## src/rtl/gray_fifo_ptr_ctrl.sv

```systemverilog
// Single-clock FIFO pointer controller: binary wrap-bit pointers, registered
// Gray copies, occupancy and full/empty/overflow/underflow flags.
module gray_fifo_ptr_ctrl #(
    parameter int ADDR_W = 4
) (
    input  logic              clk,
    input  logic              rst,
    input  logic              wr_en,
    input  logic              rd_en,
    output logic [ADDR_W-1:0] wr_addr,
    output logic [ADDR_W-1:0] rd_addr,
    output logic              wr_accept,
    output logic              rd_accept,
    output logic [ADDR_W:0]   wr_ptr_gray,
    output logic [ADDR_W:0]   rd_ptr_gray,
    output logic              full,
    output logic              empty,
    output logic [ADDR_W:0]   count,
    output logic              overflow,
    output logic              underflow
);

    logic [ADDR_W:0] wr_ptr;
    logic [ADDR_W:0] rd_ptr;
    logic [ADDR_W:0] wr_ptr_n;
    logic [ADDR_W:0] rd_ptr_n;

    assign wr_accept = wr_en & ~full;
    assign rd_accept = rd_en & ~empty;

    assign wr_ptr_n = wr_ptr + {{ADDR_W{1'b0}}, wr_accept};
    assign rd_ptr_n = rd_ptr + {{ADDR_W{1'b0}}, rd_accept};

    assign wr_addr = wr_ptr[ADDR_W-1:0];
    assign rd_addr = rd_ptr[ADDR_W-1:0];

    // Flags and Gray copies are derived from the next pointers so they line up
    // with the binary pointers in the same cycle.
    always_ff @(posedge clk or posedge rst) begin
        if (rst) begin
            wr_ptr      <= '0;
            rd_ptr      <= '0;
            wr_ptr_gray <= '0;
            rd_ptr_gray <= '0;
            full        <= 1'b0;
            empty       <= 1'b1;
            count       <= '0;
            overflow    <= 1'b0;
            underflow   <= 1'b0;
        end else begin
            wr_ptr      <= wr_ptr_n;
            rd_ptr      <= rd_ptr_n;
            wr_ptr_gray <= wr_ptr_n ^ (wr_ptr_n >> 1);
            rd_ptr_gray <= rd_ptr_n ^ (rd_ptr_n >> 1);
            full        <= (wr_ptr_n[ADDR_W] != rd_ptr_n[ADDR_W]) &&
                           (wr_ptr_n[ADDR_W-1:0] == rd_ptr_n[ADDR_W-1:0]);
            empty       <= (wr_ptr_n == rd_ptr_n);
            count       <= wr_ptr_n - rd_ptr_n;
            overflow    <= wr_en & full;
            underflow   <= rd_en & empty;
        end
    end

endmodule
```

## config.mk

```make
export PLATFORM = sky130hd
export DESIGN_NAME = gray_fifo_ptr_ctrl
export DESIGN_NICKNAME = d
export VERILOG_FILES = /design/src/rtl/gray_fifo_ptr_ctrl.sv
export SDC_FILE = /design/constraint.sdc
export NUM_CORES = 1
export LEC_CHECK = 0
export ABC_AREA = 1
export ABC_CLOCK_PERIOD_IN_PS = 1900
export CAP_MARGIN = 20
export CORE_ASPECT_RATIO = 0.6
export CORE_MARGIN = 1
export CORE_UTILIZATION = 43
export DETAILED_ROUTE_END_ITERATION = 12
export PLACE_DENSITY = 0.75
export REMOVE_ABC_BUFFERS = 1
export SLEW_MARGIN = 20
export SYNTH_ARGS = -nofsm -noshare
export SYNTH_HDL_FRONTEND = slang
export SYNTH_SLANG_ARGS = --single-unit
```

## constraint.sdc

```tcl
create_clock -name clk -period 1.9 [get_ports clk]
set_clock_uncertainty 0.1 [all_clocks]
set_input_delay 0.285 -clock clk [delete_from_list [all_inputs] [get_ports clk]]
set_output_delay 0.285 -clock clk [all_outputs]
set_load 0.02 [all_outputs]
```

[Word level (Yosys, flattened, before mapping)]
Cells that the tools add are included.
Storage, ports and cells
  register bits after elaboration: 29
  input port bits: 4
Cells by class
  bitwise gates (word level): 8
  equal/unequal tests: 3
  reduce and logical (&&, ||, !) cells: 1
  $add $sub $neg: 3
Operators by type and width (count)
  $add A5 B1 Y5: 2
  $xor A5 B4 Y5: 2
  $eq A5 B5 Y1: 1
  $sub A5 B5 Y5: 1
  $and A1 B1 Y1: 4
  $eq A4 B4 Y1: 1
  $not A1 Y1: 2
  $logic_and A1 B1 Y1: 1
  $ne A1 B1 Y1: 1

[Longest topological paths before layout]
Gate-level depths: netlist (run 1).
  word-level depth: 5
  mapped depth: 14
  gate-level depth less buffers: 14

[Worst setup path before layout (run 1)]
No wires, ideal clock.
  kind: reg-to-reg
  start point: reg full
  end point: reg count[4]
  slack: -0.483 ns
  arrival: 2.166 ns
  clock period less this slack: 2.383 ns
  stages on the path, launching flop included: 13
  cell sequence: dfrtp_1 > nor2_1 > ha_1 > ha_1 > xnor2_1 > ha_1 > inv_1 > nand2_1 > nand3_1 > nand3_1 > nand2_1 > nand2_1 > nand2_1
Between the ends
  cells in the longest elaborated chain, start to end: 4
RTL lines
  start: declaration: line 16  | output logic full,
  start signal: assignment: line 55  | full <= (wr_ptr_n[ADDR_W] != rd_ptr_n[ADDR_W]) &&
  $not A1 Y1: line 28  | assign wr_accept = wr_en & ~full;
  $and A1 B1 Y1: line 28
  named net wr_accept: line 12  | output logic wr_accept,
  $add A5 B1 Y5: line 31  | assign wr_ptr_n = wr_ptr + {{ADDR_W{1'b0}}, wr_accept};
  named net wr_ptr_n[1]: line 25  | logic [ADDR_W:0] wr_ptr_n;
  $sub A5 B5 Y5: line 58  | count <= wr_ptr_n - rd_ptr_n;
  end signal: assignment: line 58
  end: declaration: line 18  | output logic [ADDR_W:0] count,
The timed path passes the listed nets, and every way through them passes these cells.

[Final worst setup path (run 1)]
  start point: reg empty
  end point: reg count[4]
Between the ends
  cells in the longest elaborated chain, start to end: 4
RTL lines
  start: declaration: line 17  | output logic empty,
  start signal: assignment: line 57  | empty <= (wr_ptr_n == rd_ptr_n);
  $not A1 Y1: line 29  | assign rd_accept = rd_en & ~empty;
  $and A1 B1 Y1: line 29
  $add A5 B1 Y5: line 32  | assign rd_ptr_n = rd_ptr + {{ADDR_W{1'b0}}, rd_accept};
  $sub A5 B5 Y5: line 58
Every way passes these cells.

==> metrics.txt, run 1 <==
# TYPE chip_impl_metric gauge
chip_impl_metric{name="cp.required",unit="ns"} 1.97
chip_impl_metric{name="synthesis.area_per_instance",unit="sq um"} 10.5
chip_impl_metric{name="final_net_count",unit=""} 194
chip_impl_metric{name="postLayoutSetupSlackWorst",unit="ns"} -0.106
chip_impl_metric{name="vias_per_cell",unit=""} 4.58
chip_impl_metric{name="cpPeakStageDelay",unit="ns"} 0.57
chip_impl_metric{name="post_synth_num_cell_types",unit=""} 18
chip_impl_metric{name="grt_overflow_total",unit=""} 0
chip_impl_metric{name="timing.final.hold_violations",unit=""} 0
chip_impl_metric{name="finalMaxSlewViolations",unit=""} 0
chip_impl_metric{name="first_global_vias",unit=""} 985
chip_impl_metric{name="min_period",unit="ns"} 2.01
chip_impl_metric{name="drc_errors",unit=""} 0
chip_impl_metric{name="ant_diodes",unit=""} 0
chip_impl_info{name="startpoint_type",value="flop"} 1
chip_impl_metric{name="fp.dieH",unit="microns"} 43.8
chip_impl_metric{name="clkSlewWorstSetupHoldPaths",unit="ns"} 0.09
chip_impl_metric{name="initial_utilization",unit="%"} 47.6
chip_impl_metric{name="rows",unit=""} 14
chip_impl_info{name="grt_setup_unrepaired",value="true"} 1
chip_impl_info{name="path_common_cell",value="nand2_1"} 1
chip_impl_metric{name="clk_lat_worst_skew",unit="ns"} 0.27
chip_impl_metric{name="global_route.usage.met3",unit="%"} 5.81
chip_impl_info{name="ctsRootBufferMaster",value="clkbuf_8"} 1
chip_impl_metric{name="clock.fmax",unit="GHz"} 0.498
chip_impl_info{name="endpoint_kind",value="flop"} 1
chip_impl_metric{name="max_buffers_root_to_sink",unit=""} 2
chip_impl_metric{name="layout-drive-gt1-share",unit="%"} 36.8
chip_impl_info{name="synth_largest_area_cell",value="dfrtp_1"} 1
chip_impl_metric{name="groute.layer.met1.usage",unit="%"} 26.1
chip_impl_info{name="timing_worst_setup_path_type",value="reg2reg"} 1
chip_impl_metric{name="dp.final_hpwl",unit="mm"} 1.94
chip_impl_info{name="synth_top_cells_by_area",value="dfrtp_1 52%, nand2_1 7.2%, ha_1 7.0%"} 1
chip_impl_info{name="top_usage_layer",value="met2"} 1
chip_impl_info{name="violations",value="setup timing"} 1
chip_impl_metric{name="io_buffers",unit=""} 32
chip_impl_metric{name="synth.yosys.seq_area_share",unit="%"} 54.2
chip_impl_info{name="run_status",value="finished, violations left"} 1
chip_impl_metric{name="route.final.wire_length",unit="mm"} 2.70
chip_impl_metric{name="dr.pass1.iters",unit=""} 4
chip_impl_metric{name="synthesis.area",unit="sq um"} 1250
chip_impl_metric{name="track_usage",unit="%"} 19.4
chip_impl_metric{name="clock-sinks",unit=""} 27
chip_impl_info{name="clock_tree_from_tritoncts",value="built"} 1
chip_impl_info{name="critical_path.cell_chain",value="nor2_4 -> ha_4 -> ha_4 -> xnor2_4 -> ha_2 -> inv_2 -> nand2_2 -> nand3_2 -> nand3_2 -> nand2_1 -> nand2_1 -> nand2_1"} 1
chip_impl_metric{name="yosysTopAreaCellShare",unit="%"} 52.1
chip_impl_metric{name="design_area",unit="sq um"} 1990
chip_impl_metric{name="clock_tree.htree_level_count",unit=""} 1
chip_impl_metric{name="finalHoldWorstSlack",unit="ns"} 0.257
chip_impl_metric{name="via_count",unit=""} 980
chip_impl_metric{name="ctsHoldBuffers",unit=""} 0
chip_impl_metric{name="worst_pin_slew",unit="ns"} 0.336
chip_impl_metric{name="core_area",unit="sq um"} 2630
chip_impl_metric{name="report.final.setup_viol",unit=""} 4
chip_impl_metric{name="timing.reg2reg.setup_slack",unit="ns"} -0.11
chip_impl_metric{name="synthToLayoutAreaGrowth",unit="%"} 58.9
chip_impl_metric{name="totalNegativeSetupSlack",unit="ns"} -0.318
chip_impl_metric{name="global_route_wire_length_before_repair",unit="mm"} 4.48
chip_impl_metric{name="worstPathMaxFanout",unit=""} 2
chip_impl_metric{name="post-route-period-util",unit="%"} 106
chip_impl_metric{name="final_util",unit="%"} 75.6
chip_impl_metric{name="synth_warnings",unit=""} 0
chip_impl_metric{name="drt-initial-drc-count",unit=""} 19
chip_impl_metric{name="relative_max_transition_margin",unit="%"} 77.6
chip_impl_metric{name="drt.antenna.violating_nets",unit=""} 0
chip_impl_metric{name="grt_max_degree",unit=""} 28
chip_impl_metric{name="place.gp.congestion",unit=""} 0.791
chip_impl_info{name="hold_path_class",value="in2reg"} 1
chip_impl_metric{name="number_of_cts_inserted_buffers",unit=""} 3
chip_impl_metric{name="floorplan.io_pins",unit=""} 33
chip_impl_metric{name="syn-instance-count",unit=""} 119
chip_impl_metric{name="grt_use_met2",unit="%"} 32.1
chip_impl_metric{name="place_area",unit="sq um"} 1790
chip_impl_metric{name="worstPathArrival",unit="ns"} 2.08
chip_impl_metric{name="die_w",unit="microns"} 71.6
chip_impl_metric{name="cap_violations",unit=""} 0
chip_impl_metric{name="post_drt_wl_per_cell",unit="microns"} 12.6
chip_impl_metric{name="synth-seq-cells",unit=""} 27
chip_impl_metric{name="number_of_antenna_violations_at_the_first_check_in_global_routing",unit=""} 0
chip_impl_info{name="critical-path-slowest-cell",value="dfstp_2"} 1
chip_impl_metric{name="die_ar",unit="sq um"} 3130
-- metrics by stage --
stage               cells  setup slack [ns]
global placement      207            -0.516
detailed placement    207            -0.632
floorplan             119            -0.483
finish                214            -0.106
global route          214            -0.190
CTS                   212           -0.0813
-- metal layers --
metal  routed length [microns]  part of all wire [%]  vias up
met1                      1320                    49      445
met4                         4                  0.15        0
met5                         0                     0        -
met2                      1200                    45       42
met3                       177                   6.6        2
li1                          -                     -      491
-- cell usage after synthesis, drive strengths merged --
master / n
xor2: 9
inv: 19
nand4: 3
ha: 7
xnor2: 6
nor2: 7
nand3: 8
nand2: 33
dfstp: 1
dfrtp: 26
-- layout by cell type, fill, tap and decap left out --
master / count
ha_4: 4
clkbuf_8: 3
clkbuf_1: 1
xnor2_1: 1
nor2_1: 3
xnor2_4: 2
nand2_1: 20
clkdlybuf4s50_1: 27
nand2_4: 1
buf_6: 3
dfrtp_1: 26
dlygate4sd2_1: 4
ha_1: 1
nand3_2: 4
inv_2: 4
nand3_1: 4
nor2_2: 2
inv_1: 15
ha_2: 2
nand2_2: 12
buf_4: 24
dfstp_2: 1
nor2_4: 2
nand4_1: 3
xor2_1: 9
xnor2_2: 3
dlymetal6s2s_1: 1
-- logic make-up (layout without fill, tap and decap cells) --
logic type,Yosys count,in the layout,synth area share [%]
xor gates and xnor gates,15,15,12.6
DFF,27,27,54.2
adders and majority gates,7,7,7.01
buffers and inverters,19,82,5.71
and+or+nand+nor,51,51,20.5
-- cell type report --
| type | count | area (sq um) |
|---|---|---|
| fillers | 174 | 642 |
| inverters | 19 | 71.3 |
| multi-input cells | 73 | 621 |
| clock buffers | 4 | 45.0 |
| repair buffers | 59 | 532 |
| well taps | 32 | 40.0 |
| flip-flops and latches | 27 | 677 |
-- flip-flops by register name, summed over array words and instances, names as in the netlist --
signal	flops
overflow	1
empty	1
underflow	1
count	5
wr_ptr_gray	4
rd_ptr_gray	4
wr_ptr	5
full	1
rd_ptr	5
-- worst max-delay path: cells and delay by family, from the launching register on --
kind | cells | cell delay (ns)
DFF | 1 | 0.57
adders and majority gates | 3 | 0.64
buffers and inverters | 1 | 0.04
xor gates and xnor gates | 1 | 0.12
and+or+nand+nor | 7 | 0.44
-- path summary, 6_finish.rpt --
check	to	depth (start not counted)	startpoint
max	count[4]$_DFF_PP0_	12	empty$_DFF_PP1_
min	overflow$_DFF_PP0_	3	wr_en
max reg2reg	count[4]$_DFF_PP0_	12	empty$_DFF_PP1_
min reg2reg	rd_ptr[4]$_DFF_PP0_	1	rd_ptr[4]$_DFF_PP0_
max in group asynchronous	empty$_DFF_PP1_	3	rst
min in group asynchronous	rd_ptr_gray[0]$_DFF_PP0_	3	rst
-- repair_timing --
item	in CTS	in global routing
setup endpoints to repair	11	6
pin swaps	10	10
buffers inserted	1	3
gates resized for setup	19	11
Power of run 1 is left out: the tool's default activity adds up to more than one toggle a clock period on the data nets, which glitch-free logic cannot reach.
==> run 2, diff against run 1 <==
Settings changed: CORE_ASPECT_RATIO 0.6 to 1.2, TNS_END_PERCENT from default to 1.
==> run 2 against run 1 <==
Effect of this change:
- the flow still finishes with violations (setup timing)
- cell count decreased by 0.47%
- maximum frequency is 0.79% higher
- global-route usage decreased by 0.17 points
- highest routed layer unchanged
- setup slack gained 0.016 ns
==> metrics.txt, run 2 (synthesized netlist as in run 1, its figures left out) <==
# TYPE chip_impl_metric gauge
chip_impl_metric{name="number_of_antenna_violations_at_the_first_check_in_global_routing",unit=""} 0
chip_impl_info{name="endpoint_kind",value="flop"} 1
chip_impl_metric{name="floorplan.io_pins",unit=""} 33
chip_impl_metric{name="via_count",unit=""} 1008
chip_impl_info{name="critical_path.endpoint",value="count[4]$_DFF_PP0_"} 1
chip_impl_metric{name="vias_per_cell",unit=""} 4.73
chip_impl_metric{name="io_buffers",unit=""} 32
chip_impl_info{name="critical_path.reg2reg.endpoint",value="count[4]$_DFF_PP0_"} 1
chip_impl_metric{name="drc_errors",unit=""} 0
chip_impl_metric{name="clkSlewWorstSetupHoldPaths",unit="ns"} 0.14
chip_impl_metric{name="timing.final.hold_violations",unit=""} 0
chip_impl_metric{name="num-fill-cells",unit=""} 233
chip_impl_metric{name="totalNegativeSetupSlack",unit="ns"} -0.111
chip_impl_info{name="timing_worst_setup_path_type",value="reg2reg"} 1
chip_impl_metric{name="clock-sinks",unit=""} 27
chip_impl_metric{name="fp.dieH",unit="microns"} 61.1
chip_impl_metric{name="postLayoutSetupSlackWorst",unit="ns"} -0.0907
chip_impl_metric{name="track_usage",unit="%"} 19.3
chip_impl_info{name="clock_tree_from_tritoncts",value="built"} 1
chip_impl_metric{name="report.final.setup_viol",unit=""} 3
chip_impl_metric{name="finalMaxSlewViolations",unit=""} 0
chip_impl_metric{name="first_global_vias",unit=""} 1011
chip_impl_metric{name="die_ar",unit="sq um"} 3130
chip_impl_info{name="crit-reg2reg-launch",value="empty$_DFF_PP1_"} 1
chip_impl_metric{name="grt_max_degree",unit=""} 28
chip_impl_info{name="most-common-layout-cells",value="26 x clkdlybuf4s50_1, 25 x buf_4, 23 x nand2_1, 23 x dfrtp_1, 16 x inv_1"} 1
chip_impl_metric{name="instances_no_fill",unit=""} 213
chip_impl_metric{name="global_route_wire_length_before_repair",unit="mm"} 4.31
chip_impl_metric{name="place.gp.congestion",unit=""} 0.787
chip_impl_metric{name="clock.fmax",unit="GHz"} 0.502
chip_impl_metric{name="place_area",unit="sq um"} 1780
chip_impl_metric{name="worstPathMaxFanout",unit=""} 2
chip_impl_info{name="startpoint_type",value="flop"} 1
chip_impl_metric{name="worstPathArrival",unit="ns"} 2.13
chip_impl_info{name="biggest_regs",value="count: 5 flops, rd_ptr: 5 flops, wr_ptr: 5 flops"} 1
chip_impl_metric{name="number_of_cts_inserted_buffers",unit=""} 3
chip_impl_metric{name="final_net_count",unit=""} 191
chip_impl_metric{name="post-route-period-util",unit="%"} 105
chip_impl_metric{name="grt_overflow_total",unit=""} 0
chip_impl_metric{name="drt-initial-drc-count",unit=""} 10
chip_impl_metric{name="ant_diodes",unit=""} 0
chip_impl_info{name="final_common_cell",value="clkdlybuf4s50_1"} 1
chip_impl_metric{name="clk_lat_worst_skew",unit="ns"} 0.33
chip_impl_metric{name="timing.reg2reg.setup_slack",unit="ns"} -0.09
chip_impl_info{name="hold_path_class",value="in2reg"} 1
chip_impl_metric{name="design_area",unit="sq um"} 1900
chip_impl_metric{name="worst_pin_slew",unit="ns"} 0.333
chip_impl_metric{name="post_drt_wl_per_cell",unit="microns"} 12.6
chip_impl_metric{name="dp.final_hpwl",unit="mm"} 2.01
chip_impl_metric{name="rows",unit=""} 21
chip_impl_metric{name="route.final.wire_length",unit="mm"} 2.68
chip_impl_metric{name="synthToLayoutAreaGrowth",unit="%"} 51.9
chip_impl_metric{name="layout-drive-gt1-share",unit="%"} 35.8
chip_impl_metric{name="dr.pass1.iters",unit=""} 6
chip_impl_metric{name="finalHoldWorstSlack",unit="ns"} 0.0785
chip_impl_metric{name="post-place-cells",unit=""} 207
chip_impl_metric{name="cp.required",unit="ns"} 2.04
chip_impl_metric{name="relative_max_transition_margin",unit="%"} 77.8
chip_impl_info{name="startpoint",value="empty$_DFF_PP1_"} 1
chip_impl_metric{name="cap_violations",unit=""} 0
chip_impl_metric{name="core_area",unit="sq um"} 2790
chip_impl_metric{name="min_period",unit="ns"} 1.99
chip_impl_metric{name="ctsHoldBuffers",unit=""} 0
chip_impl_info{name="violations",value="setup timing"} 1
chip_impl_metric{name="max_buffers_root_to_sink",unit=""} 2
chip_impl_info{name="ctsRootBufferMaster",value="clkbuf_4"} 1
chip_impl_metric{name="clock_tree.htree_level_count",unit=""} 1
chip_impl_info{name="grt_setup_unrepaired",value="true"} 1
chip_impl_metric{name="initial_utilization",unit="%"} 44.9
chip_impl_metric{name="die_w",unit="microns"} 51.2
chip_impl_metric{name="drt.antenna.violating_nets",unit=""} 0
chip_impl_metric{name="count_of_cells_along_the_worst_register_to_register_path",unit=""} 12
chip_impl_info{name="run_status",value="finished, violations left"} 1
[run 2: repair_timing]
item                       CTS  global route
buffers inserted             2             0
gates resized for setup     15             9
pin swaps                    8             5
setup endpoints to repair    9             8
[run 2: per-stage QoR]
stage	utilization, %	worst slack [ns]
2_1_floorplan	-	-0.483
3_3_place_gp	63.8	-0.538
3_5_place_dp	63.8	-0.711
4_1_cts	67.0	-0.118
5_1_grt	68.1	-0.185
6_report	68.1	-0.0907
[run 2: layer usage]
metal	GRT usage, %	wire length (microns)	part of all wire, %
met2	35.7	1480	55
met3	3.21	89	3.3
met1	21.3	1040	39
met5	0	0	0
met4	10.0	73	2.7
[run 2: final cells by class]
class | instances | area (sq um) | area share [%]
timing repair buffer | 56 | 495 | 26.1
sequential | 27 | 681 | 35.9
multi-input combinational | 73 | 581 | 30.6
clock buffer | 3 | 22.5 | 1.19
clock inverter | 1 | 5.00 | 0.264
tap | 34 | 42.5 | 2.24
inverter | 19 | 71.3 | 3.76
[run 2: critical path, cell delays in order, from the launching register on]
cell	delay (ns)
dfstp_2	0.56
nor2_2	0.04
ha_2	0.19
ha_4	0.29
xnor2_4	0.12
ha_2	0.20
inv_2	0.03
nand2_2	0.06
nand3_2	0.06
nand3_2	0.08
nand2_1	0.05
nand2_1	0.06
nand2_1	0.06
[run 2: how the worst min path moves through the flow]
stage                    from                  end  slack [ns]  depth (start not counted)
2_1_floorplan             rst   count[0]$_DFF_PP0_        0.24                          1
3_3_place_gp   full$_DFF_PP0_   overflow$_DFF_PP0_        0.44                          3
3_5_place_dp   full$_DFF_PP0_   overflow$_DFF_PP0_        0.45                          3
4_1_cts                 wr_en   overflow$_DFF_PP0_        0.17                          3
5_1_grt                 rd_en  underflow$_DFF_PP0_        0.10                          3
6_report                rd_en  underflow$_DFF_PP0_        0.08                          3
Power of run 2 is left out for the same reason.
==> run 3, diff against run 2 <==
Settings changed: CORE_UTILIZATION 43 to 30, PLACE_DENSITY 0.75 to 0.63.
==> run 3 against run 2 <==
Effect of this change:
- the run still ends with setup timing left
- via count down 4.0%
- global-route usage decreased by 6.2 points
- maximum frequency hardly changed
- critical path type unchanged
- critical endpoint unchanged
==> metrics.txt, run 3 (synthesized netlist as in run 1, its figures left out) <==
# TYPE chip_impl_metric gauge
chip_impl_metric{name="report.final.setup_viol",unit=""} 2
chip_impl_metric{name="instances_no_fill",unit=""} 234
chip_impl_metric{name="clock_tree.htree_level_count",unit=""} 1
chip_impl_metric{name="io_buffers",unit=""} 32
chip_impl_metric{name="drt-initial-drc-count",unit=""} 32
chip_impl_metric{name="crit_buf_inv",unit=""} 1
chip_impl_metric{name="track_usage",unit="%"} 13.0
chip_impl_info{name="run_status",value="finished, violations left"} 1
chip_impl_metric{name="timing.reg2reg.setup_slack",unit="ns"} -0.09
chip_impl_info{name="critical_path.reg2reg.endpoint",value="count[4]$_DFF_PP0_"} 1
chip_impl_info{name="clock_tree_from_tritoncts",value="built"} 1
chip_impl_metric{name="timing.final.hold_violations",unit=""} 0
chip_impl_metric{name="route.final.wire_length",unit="mm"} 2.63
chip_impl_metric{name="critical_path_cell_count",unit=""} 12
chip_impl_info{name="violations",value="setup timing"} 1
chip_impl_metric{name="number_of_cts_inserted_buffers",unit=""} 3
chip_impl_info{name="biggest_regs",value="count: 5 flops, rd_ptr: 5 flops, wr_ptr: 5 flops"} 1
chip_impl_metric{name="floorplan.io_pins",unit=""} 33
chip_impl_info{name="crit-reg2reg-launch",value="empty$_DFF_PP1_"} 1
chip_impl_info{name="most-common-layout-cells",value="27 x clkdlybuf4s50_1, 26 x dfrtp_1, 26 x buf_4"} 1
chip_impl_metric{name="fp.dieH",unit="microns"} 72.7
chip_impl_metric{name="clk_lat_worst_skew",unit="ns"} 0.28
chip_impl_info{name="path_common_cell",value="nand2_1"} 1
chip_impl_metric{name="place.gp.congestion",unit=""} 0.761
chip_impl_metric{name="max_buffers_root_to_sink",unit=""} 2
chip_impl_metric{name="number_of_antenna_violations_at_the_first_check_in_global_routing",unit=""} 0
chip_impl_metric{name="finalHoldWorstSlack",unit="ns"} 0.241
chip_impl_metric{name="post-place-cells",unit=""} 227
chip_impl_metric{name="worst_pin_slew",unit="ns"} 0.344
chip_impl_info{name="startpoint_type",value="flop"} 1
chip_impl_metric{name="core_area",unit="sq um"} 3970
chip_impl_metric{name="clock-sinks",unit=""} 27
chip_impl_metric{name="drt.antenna.violating_nets",unit=""} 0
chip_impl_metric{name="drc_errors",unit=""} 0
chip_impl_metric{name="grt_overflow_total",unit=""} 0
chip_impl_metric{name="initial_utilization",unit="%"} 31.5
chip_impl_metric{name="grt_max_degree",unit=""} 28
chip_impl_metric{name="clock.fmax",unit="GHz"} 0.503
chip_impl_metric{name="rows",unit=""} 25
chip_impl_info{name="timing_worst_setup_path_type",value="reg2reg"} 1
chip_impl_metric{name="cpPeakStageDelay",unit="ns"} 0.57
chip_impl_metric{name="vias_per_cell",unit=""} 4.14
chip_impl_info{name="endpoint_kind",value="flop"} 1
chip_impl_info{name="final_common_cell",value="clkdlybuf4s50_1"} 1
chip_impl_metric{name="worstPathArrival",unit="ns"} 2.07
chip_impl_metric{name="dr.pass1.iters",unit=""} 4
chip_impl_info{name="ctsRootBufferMaster",value="clkbuf_8"} 1
chip_impl_metric{name="global_route_wire_length_before_repair",unit="mm"} 4.23
chip_impl_info{name="hold_path_class",value="in2reg"} 1
chip_impl_info{name="critical_path.top_delay_family",value="adder cells"} 1
chip_impl_metric{name="post-route-period-util",unit="%"} 105
chip_impl_metric{name="relative_max_transition_margin",unit="%"} 77.1
chip_impl_metric{name="count_of_cells_along_the_worst_register_to_register_path",unit=""} 12
chip_impl_info{name="critical_path.endpoint",value="count[4]$_DFF_PP0_"} 1
chip_impl_metric{name="cap_violations",unit=""} 0
chip_impl_metric{name="die_w",unit="microns"} 60.9
chip_impl_metric{name="layout-drive-gt1-share",unit="%"} 34.4
chip_impl_metric{name="min_period",unit="ns"} 1.99
chip_impl_metric{name="dp.final_hpwl",unit="mm"} 1.92
chip_impl_metric{name="final_net_count",unit=""} 192
chip_impl_metric{name="worstPathMaxFanout",unit=""} 2
chip_impl_info{name="startpoint",value="empty$_DFF_PP1_"} 1
chip_impl_metric{name="via_count",unit=""} 968
chip_impl_metric{name="ant_diodes",unit=""} 0
chip_impl_info{name="critical_path.cell_chain",value="nor2_4 -> ha_4 -> ha_4 -> xnor2_4 -> ha_2 -> inv_2 -> nand2_2 -> nand3_2 -> nand3_2 -> nand2_1 -> nand2_1 -> nand2_1"} 1
chip_impl_info{name="grt_setup_unrepaired",value="true"} 1
chip_impl_metric{name="postLayoutSetupSlackWorst",unit="ns"} -0.0891
chip_impl_metric{name="first_global_vias",unit=""} 946
chip_impl_metric{name="die_ar",unit="sq um"} 4430
chip_impl_metric{name="clkSlewWorstSetupHoldPaths",unit="ns"} 0.10
chip_impl_metric{name="post_drt_wl_per_cell",unit="microns"} 11.2
chip_impl_metric{name="cp.required",unit="ns"} 1.98
chip_impl_info{name="critical-path-slowest-cell",value="dfstp_2"} 1
chip_impl_metric{name="synthToLayoutAreaGrowth",unit="%"} 58.0
chip_impl_metric{name="finalMaxSlewViolations",unit=""} 0
## run 3: worst min-delay path by stage
stage                        startpoint             endpoint  slack [ns]  cells past startpoint
global route                      wr_en   overflow$_DFF_PP0_        0.24                      3
finish                            wr_en   overflow$_DFF_PP0_        0.24                      3
CTS                               wr_en   overflow$_DFF_PP0_        0.24                      3
detailed placement  rd_ptr[4]$_DFF_PP0_  rd_ptr[4]$_DFF_PP0_        0.45                      1
floorplan                           rst   count[0]$_DFF_PP0_        0.24                      1
global placement         full$_DFF_PP0_   overflow$_DFF_PP0_        0.45                      3
## run 3: metal layers
metal | up-vias | GRT usage, % | wire [microns]
li1 | 484 | - | -
met4 | 0 | 7.32 | 61
met2 | 21 | 20.8 | 1300
met5 | - | 0 | 0
met3 | 7 | 1.77 | 63
met1 | 456 | 16.8 | 1200
## run 3: stage by stage
step / worst slack [ns] / util, % / setup TNS (ns) / instance area, sq um
after floorplan: -0.483 / - / -1.65 / 1250
after global routing: -0.146 / 49.7 / -0.312 / 1970
after CTS: -0.0869 / 48.7 / -0.0888 / 1940
after detailed placement: -0.605 / 45.4 / -4.34 / 1800
final: -0.0891 / 49.7 / -0.0943 / 1970
after global placement: -0.524 / 45.4 / -3.63 / 1800
## run 3: area by class of cell
class                           count  area, sq um
Clock inverter                      1         7.51
Timing Repair Buffer               57          504
Clock buffer                        3         41.3
Tap cell                           54         67.6
Inverter                           19         71.3
Sequential cell                    27          677
Fill cell                         350         2000
Multi-Input combinational cell     73          606
## run 3: repair_timing
action	4_1_cts	5_1_grt
resized for setup	15	8
hold endpoints to repair	0	0
pin swaps	10	6
setup buffers	3	0
hold buffers	0	0
setup endpoints to repair	9	6
## run 3: worst min-delay path, delay by kind of cell
family / cells / cell delay [ns]
buffers and inverters: 2 / 0.26
and+or+nand+nor: 1 / 0.05
Power of run 3 is left out for the same reason.
